[src/rtl/cpu_pkg.sv]
// Shared types and sizes for the cpu RAM subsystem.
package cpu_pkg;

  typedef enum logic [1:0] {
    OWN_NONE = 2'd0,
    OWN_P0   = 2'd1,
    OWN_P1   = 2'd2
  } owner_t;

  localparam int RAM_ADDR_W = 8;
  localparam int RAM_DATA_W = 16;

endpackage

[src/rtl/rd_tag_pipe.sv]
// Delay line that carries {valid, port} for each issued read until its data returns.
module rd_tag_pipe #(
  parameter int DEPTH = 1
) (
  input  logic clk,
  input  logic rst_n,
  input  logic push,
  input  logic port,
  output logic tail_valid,
  output logic tail_port
);

  logic [DEPTH-1:0] valid_q;
  logic [DEPTH-1:0] port_q;

  always_ff @(posedge clk or negedge rst_n) begin
    if (!rst_n) begin
      valid_q <= '0;
      port_q  <= '0;
    end else begin
      valid_q[0] <= push;
      port_q[0]  <= port;
      for (int i = 1; i < DEPTH; i++) begin
        valid_q[i] <= valid_q[i-1];
        port_q[i]  <= port_q[i-1];
      end
    end
  end

  assign tail_valid = valid_q[DEPTH-1];
  assign tail_port  = port_q[DEPTH-1];

endmodule

[src/rtl/ram_arbiter.sv]
// Two-master arbiter for the single-port RAM: round-robin with bounded hold,
// lock support, and tagged read return.
module ram_arbiter
  import cpu_pkg::*;
#(
  parameter int ADDR_W   = RAM_ADDR_W,
  parameter int DATA_W   = RAM_DATA_W,
  parameter int RD_LAT   = 1,
  parameter int HOLD_MAX = 4
) (
  input  logic              clk,
  input  logic              rst_n,
  input  logic              req0,
  input  logic              req1,
  input  logic              we0,
  input  logic              we1,
  input  logic [ADDR_W-1:0] addr0,
  input  logic [ADDR_W-1:0] addr1,
  input  logic [DATA_W-1:0] wdata0,
  input  logic [DATA_W-1:0] wdata1,
  input  logic              lock0,
  input  logic              lock1,
  output logic              gnt0,
  output logic              gnt1,
  output logic              rvalid0,
  output logic              rvalid1,
  output logic [DATA_W-1:0] rdata,
  output logic              ram_w_en,
  output logic [ADDR_W-1:0] ram_addr,
  output logic [DATA_W-1:0] ram_w_data,
  input  logic [DATA_W-1:0] ram_r_data
);

  localparam int CNT_W = (HOLD_MAX > 1) ? $clog2(HOLD_MAX) : 1;
  localparam logic [CNT_W-1:0] CNT_TOP = CNT_W'((HOLD_MAX == 0) ? 0 : HOLD_MAX - 1);
  localparam bit PREEMPT = (HOLD_MAX != 0);

  owner_t           owner;
  owner_t           last;
  owner_t           other;
  logic [CNT_W-1:0] count;
  logic             own_req;
  logic             own_lock;
  logic             oth_req;
  logic             tail_valid;
  logic             tail_port;

  assign gnt0 = (owner == OWN_P0) && req0;
  assign gnt1 = (owner == OWN_P1) && req1;

  // View of the current owner's request/lock and the competitor, so the FSM is port-agnostic.
  always_comb begin
    own_req  = 1'b0;
    own_lock = 1'b0;
    oth_req  = 1'b0;
    other    = OWN_NONE;
    case (owner)
      OWN_P0: begin
        own_req  = req0;
        own_lock = lock0;
        oth_req  = req1;
        other    = OWN_P1;
      end
      OWN_P1: begin
        own_req  = req1;
        own_lock = lock1;
        oth_req  = req0;
        other    = OWN_P0;
      end
      default: ;
    endcase
  end

  // Count saturates at CNT_TOP so a late competitor preempts on the owner's next grant.
  always_ff @(posedge clk or negedge rst_n) begin
    if (!rst_n) begin
      owner <= OWN_NONE;
      last  <= OWN_P1;
      count <= '0;
    end else begin
      case (owner)
        OWN_NONE: begin
          count <= '0;
          if (req0 && (!req1 || last == OWN_P1)) begin
            owner <= OWN_P0;
            last  <= OWN_P0;
          end else if (req1) begin
            owner <= OWN_P1;
            last  <= OWN_P1;
          end
        end
        default: begin
          if (own_lock) begin
            if (own_req && count != CNT_TOP) count <= count + CNT_W'(1);
          end else if (!own_req) begin
            count <= '0;
            owner <= oth_req ? other : OWN_NONE;
            if (oth_req) last <= other;
          end else if (PREEMPT && count == CNT_TOP && oth_req) begin
            count <= '0;
            owner <= other;
            last  <= other;
          end else if (count != CNT_TOP) begin
            count <= count + CNT_W'(1);
          end
        end
      endcase
    end
  end

  always_comb begin
    ram_w_en   = 1'b0;
    ram_addr   = '0;
    ram_w_data = '0;
    if (gnt0) begin
      ram_w_en   = we0;
      ram_addr   = addr0;
      ram_w_data = wdata0;
    end else if (gnt1) begin
      ram_w_en   = we1;
      ram_addr   = addr1;
      ram_w_data = wdata1;
    end
  end

  rd_tag_pipe #(
    .DEPTH (RD_LAT)
  ) u_tag_pipe (
    .clk        (clk),
    .rst_n      (rst_n),
    .push       ((gnt0 && !we0) || (gnt1 && !we1)),
    .port       (gnt1),
    .tail_valid (tail_valid),
    .tail_port  (tail_port)
  );

  assign rvalid0 = tail_valid && !tail_port;
  assign rvalid1 = tail_valid && tail_port;
  assign rdata   = ram_r_data;

endmodule

[config.mk]
export PLATFORM = sky130hd
export DESIGN_NAME = ram_arbiter
export DESIGN_NICKNAME = d
export VERILOG_FILES = /design/src/rtl/cpu_pkg.sv /design/src/rtl/rd_tag_pipe.sv /design/src/rtl/ram_arbiter.sv
export SDC_FILE = /design/constraint.sdc
export NUM_CORES = 1
export LEC_CHECK = 0
export CAP_MARGIN = 20
export CELL_PAD_IN_SITES_DETAIL_PLACEMENT = 0
export CELL_PAD_IN_SITES_GLOBAL_PLACEMENT = 2
export CORE_UTILIZATION = 12
export CTS_CLUSTER_DIAMETER = 80
export CTS_CLUSTER_SIZE = 30
export DETAILED_ROUTE_END_ITERATION = 16
export HOLD_SLACK_MARGIN = 0.1
export PLACE_DENSITY_LB_ADDON = 0.1
export SLEW_MARGIN = 20
export SYNTH_ARGS = -nofsm -noshare
export SYNTH_HDL_FRONTEND = slang
export SYNTH_SLANG_ARGS = --single-unit
[constraint.sdc]
create_clock -name clk -period 2.9 [get_ports clk]
set_input_delay 0.58 -clock clk [delete_from_list [all_inputs] [get_ports clk]]
set_output_delay 0.58 -clock clk [all_outputs]
set_load 0.01 [all_outputs]
Yosys cells after proc, flatten, opt, wreduce, memory -nomap -nowiden
Cells that the tools add are included.
{"block": "totals", "register_bits": 8, "input_bits": 72, "out_inout_bits": 45, "elab_cells": 63}
{"block": "classes", "n_addsub": 1, "eq_ne": 10, "n_mux": 27, "reduce_logical": 20}
{"cell": "2-to-1 mux 2 bit", "count": 17}
{"cell": "2-to-1 mux 16 bit", "count": 2}
{"cell": "2-to-1 mux 8 bit", "count": 2}
{"cell": "logical AND 1 bit", "count": 9}
{"cell": "equality test 2 bit, second input constant", "count": 3}
{"cell": "!= test 3 x 1 -> 1 bit, second input constant", "count": 2}
{"cell": "case mux 1 bit (2 select lines)", "count": 3}
{"cell": "!= test 5 x 1 -> 1 bit, second input constant", "count": 1}
{"cell": "logical NOT 1 bit", "count": 4}
{"cell": "case mux 2 bit (2 select lines)", "count": 1}
{"cell": "AND reduction 4 bit", "count": 1}
{"cell": "!= test 3 bit, second input constant", "count": 1}
{"cell": "AND reduction 3 bit", "count": 1}
{"cell": "nonzero test 3 bit", "count": 1}
{"cell": "adder 2 x 1 -> 2 bit, second input constant", "count": 1}
{"cell": "equality test 2 x 1 -> 1 bit, second input constant", "count": 1}
{"cell": "logical NOT 2 bit", "count": 1}
{"cell": "logical OR 1 bit", "count": 2}
{"cell": "2-to-1 mux 1 bit", "count": 2}
{"cell": "!= test 2 x 1 -> 1 bit, second input constant", "count": 1}
{"cell": "!= test 2 bit, second input constant", "count": 1}
{"cell": "AND reduction 2 bit", "count": 1}

Logic depth before layout (Yosys ltp)
{"block": "depth", "depth_word": 7, "ltp_mapped": 7, "mapped_depth_nobuf": 7}

By module
From an unflattened synthesis, not the netlist that was laid out.
{"block": "unflattened", "cells_unflattened": 100, "hier_area_um2": 910.9}
{"module": "ram_arbiter", "n_inst": 1, "cells_each": 98, "area_per_inst_um2": 860.8, "seq_area_each_um2": 151.4}
{"module": "rd_tag_pipe", "n_inst": 1, "cells_each": 2, "area_per_inst_um2": 50.0, "seq_area_each_um2": 50.0}

Worst setup path before layout
No wires, ideal clock.
{"block": "synth_timing", "path_type": "register to output", "start": "register owner[1]", "end": "output port ram_w_data[10]", "arrival_ps": 1533, "t_required_ps": 2320, "path_slack_ps": 787, "stages_incl_launch_ff": 7, "path_buffers": 1, "cell_sequence": "dfrtp_1 > inv_1 > ha_1 > nand2_1 > inv_2 > buf_1 > a22o_1"}
{"block": "synth_between", "word_cells_on_any_way": 6, "classes_between": "2 x eq/ne; 2 x mux; 2 x reduce/logical"}
{"element": "from (decl)", "line": "ram_arbiter.sv:38", "text": "owner_t owner;"}
{"element": "from (signal assigned)", "line": "ram_arbiter.sv:97", "text": "owner <= oth_req ? other : OWN_NONE;"}
{"element": "from (signal assigned)", "line": "ram_arbiter.sv:101", "text": "owner <= other;"}
{"element": "equality test 2 x 1 -> 1 bit", "line": "ram_arbiter.sv:48", "text": "assign gnt0 = (owner == OWN_P0) && req0;"}
{"element": "logical AND 1 bit", "line": "ram_arbiter.sv:48"}
{"element": "named net gnt0", "line": "ram_arbiter.sv:23", "text": "output logic gnt0,"}
{"element": "2-to-1 mux 16 bit", "line": "ram_arbiter.sv:115", "text": "if (gnt0) begin"}
{"element": "to (decl)", "line": "ram_arbiter.sv:30", "text": "output logic [DATA_W-1:0] ram_w_data,"}
The timed path passes the listed nets, and every way through them passes these cells.

Final worst setup path
{"block": "layout_timing", "start": "input port req0", "end": "output port ram_w_data[15]"}
{"block": "layout_between", "elab_chain_len": 2}
{"element": "from (decl)", "line": "ram_arbiter.sv:13", "text": "input logic req0,"}
{"element": "logical AND 1 bit", "line": "ram_arbiter.sv:48"}
{"element": "2-to-1 mux 16 bit", "line": "ram_arbiter.sv:115"}
No other way between the ends.

==> impl_metrics.toml <==
[sta]
setup_viol = 0
finClkSkew_ns = 0.000219
timing.fmax_mhz = 358
maxSlewViolCount = 0
hold_viol_final = 0
setup_slack_ns = 0.103
rsz0062_at_grt = "no"
finalCritPeriodShare_pct = 96.4
slew-limit-headroom_pct = 73.4
tightest_slew_ns = 0.398
fin_crit_ns = 2.80
tns_ns = 0

[finish]
area_growth_pct = 104
antenna_cells = 0
drive_gt1_share_pct = 9.77
final_cells = 273
fin_nets = 253
fin_util_pct = 25.4
multi_input_comb_area_sq_um = 552
seqCellArea_sq_um = 201
fill_cells = 826

[critical_path]
crit_path_max_fanout = 25
crit_chain = "clkdlybuf4s50_1 > nand2_1 > inv_2 > nor2_2 > buf_12 > a22o_1 > clkdlybuf4s50_1"
path_buf_inv = 4
rrSetupSlack_ns = 0.82
worst_path_most_repeated_cell = "clkdlybuf4s50_1"
worst_r2r_startpoint = "owner[0]"
cpPeakStageDelay_ns = 0.57
cp-end-kind = "primary output"
required_ns = 2.32
path_class = "in -> out"
r2r_end = "last[0]"
slowest_stage = "clkdlybuf4s50_1"
cp-start-kind = "input port"
cp.arrival_ns = 2.22
reg2reg_depth = 8
cpLargestDelayFamily = "buffers and inverters"

[global_route]
grt_pass1_wl_microns = 5350
track_usage_pct = 9.13
grt_max_degree = 28
grt_antenna_before_repair = 0
grt.overflow.total = 0
grt_pass1_vias = 1018

[clocking]
ctsHoldBuffers = 0
clock_latency_ns = 0.22
cts-root-buf = "clkbuf_8"
clock_sinks = 8
clk_pin_slew_ns = 0.04
cts_tree = "done"
ctsLongestPathBuffers = 2
cts_buffers = 3
htreeDepth = 1
postCtsSetupBuffers = 0

[placed_design]
port_buffers = 84
placed_cells = 269
dp_slack_ns = 0.0948
post-dp-hpwl_microns = 3490
finalWeightedCongestion = 0.719

[hold_path]
holdPathStages = 1
min-delay-start = "last[0]"
worstHoldPathType = "reg -> reg"
holdPathEnd = "last[0]"

[logic_synthesis]
syn_nets = 178
ys_warn_count = 0
yosysSeqAreaShare_pct = 22.1
synth_cell_type_count = 30
ys_seq_elements = 8
avgSynthCellArea_sq_um = 9.11
netlist_area_sq_um = 911
synth_cells = 100

[die]
die_y_microns = 89.1
fp.dieW_microns = 89.1
rows = 31
pin_count = 117
dieArea_sq_um = 7940
start_util_pct = 12.5
core-area_sq_um = 7290

[drt]
ant_nets = 0
drc = 0
vias = 1065
via_per_inst = 3.90
firstDrtPassIters = 4
drt_wl_total_microns = 4090
wl_per_cell_microns = 15.0
initialDrtViolationCount = 10

[pwr]
ir_worst_vdd_v = 0.000270
p_seq_share_pct = 17.4
power.total_mw = 1.00
power.internal_uw = 636
power_switching_uw = 367
pwr-share-comb_pct = 68.8
p_clk_share_pct = 13.8
p_leak_nw = 0.721
p_sw_share_pct = 36.6
pwr_density_cell_nw_per_um2 = 541

[flow_run]
cap_viol_max_count = 0

[run_status]
outcome = "finished clean"
==> cell type report <==
class / instances / share of cell area, %
clock buffer: 4 / 2.43
inverter: 6 / 1.21
multi-input combinational: 66 / 29.7
sequential: 8 / 10.9
tap: 99 / 6.68
timing repair buffer: 90 / 49.1
==> Yosys cell counts <==
cell | number | area, sq um
a22o_1 | 27 | 236
buf_4 | 16 | 120
dfrtp_1 | 7 | 175
ha_1 | 6 | 75.1
inv_1 | 5 | 18.8
nand2_1 | 3 | 11.3
nand3_1 | 3 | 15.0
a21boi_1 | 2 | 15.0
a21oi_1 | 2 | 10.0
buf_1 | 2 | 7.51
buf_2 | 2 | 10.0
mux2_1 | 2 | 22.5
nand4bb_1 | 2 | 22.5
nor2b_1 | 2 | 12.5
nor4bb_1 | 2 | 20.0
o21ai_0 | 2 | 10.0
o21ai_1 | 2 | 10.0
a22oi_1 | 1 | 7.51
and2_1 | 1 | 6.26
and2_4 | 1 | 8.76
dfstp_2 | 1 | 26.3
inv_2 | 1 | 3.75
nand2b_1 | 1 | 6.26
nand3_2 | 1 | 10.0
nor2_2 | 1 | 6.26
o21a_1 | 1 | 7.51
o21ai_2 | 1 | 8.76
o22ai_1 | 1 | 6.26
o31a_1 | 1 | 8.76
o31ai_2 | 1 | 12.5
==> state kept, by name, indices dropped and copies added, names as in the netlist <==
register	cells
count	2
last	2
owner	2
u_tag_pipe.tail_port	1
u_tag_pipe.tail_valid	1
==> power groups by stage <==
| stage | Clock (mW) | Combinational (mW) | Sequential, mW |
|---|---|---|---|
| 3_5_place_dp | 0 | 0.698 | 0.176 |
| 5_1_grt | 0.156 | 0.748 | 0.181 |
| 3_3_place_gp | 0 | 0.700 | 0.175 |
| 2_1_floorplan | 0 | 0.379 | 0.168 |
| 6_report | 0.139 | 0.690 | 0.175 |
| 4_1_cts | 0.146 | 0.699 | 0.176 |
==> through the flow <==
stage | hold WS [ns] | area (sq um)
floorplan | 0.284 | 911
global placement | 0.478 | 1810
detailed placement | 0.526 | 1810
CTS | 0.546 | 1850
global route | 0.562 | 1860
finish | 0.530 | 1860
==> layout by cell type, fill, tap and decap left out, types with 2 or more instances in the layout <==
master / netlist / layout
a21boi_1: 2 / 2
o21ai_0: 2 / 2
buf_12: 0 / 2
a21oi_1: 2 / 2
inv_1: 5 / 5
nor4bb_1: 2 / 2
clkbuf_8: 0 / 3
o21ai_1: 2 / 2
buf_4: 16 / 4
nor2b_1: 2 / 2
nand2_1: 3 / 3
mux2_1: 2 / 2
clkdlybuf4s50_1: 0 / 84
dfrtp_1: 7 / 7
a22o_1: 27 / 27
nand4bb_1: 2 / 2
nand3_1: 3 / 3
ha_1: 6 / 5
==> cell families (layout without fill, tap and decap cells) <==
family	count (synthesis)	in the layout	synth area share (%)
compound gates	41	41	36.5
buf+inv	26	100	17.6
simple gates	17	17	13.1
flops	8	8	22.1
fa+ha+maj	6	6	8.24
mux	2	2	2.47
==> worst max-delay path by stage <==
stage                   from        endpoint  depth (start not counted)
global route        owner[0]     ram_addr[1]                          7
finish                  req0  ram_w_data[15]                          7
CTS                 owner[1]  ram_w_data[15]                          8
detailed placement      req0  ram_w_data[15]                          7
global placement        req0   ram_w_data[3]                          7
floorplan           owner[1]  ram_w_data[10]                          6
==> repair_timing <==
item | 4_1_cts | 5_1_grt
resized for setup | 0 | 1
endpoints found under the setup margin | 0 | 8
hold endpoints to repair | 0 | 0
==> layer usage <==
layer | vias up | track usage [%] | wire length (microns)
li1 | 513 | - | -
met1 | 482 | 9.67 | 1520
met2 | 62 | 16.6 | 1980
met3 | 8 | 3.69 | 522
met4 | 0 | 2.74 | 62
met5 | - | 0 | 0
Note: power is estimated with default switching activity, not from simulation.
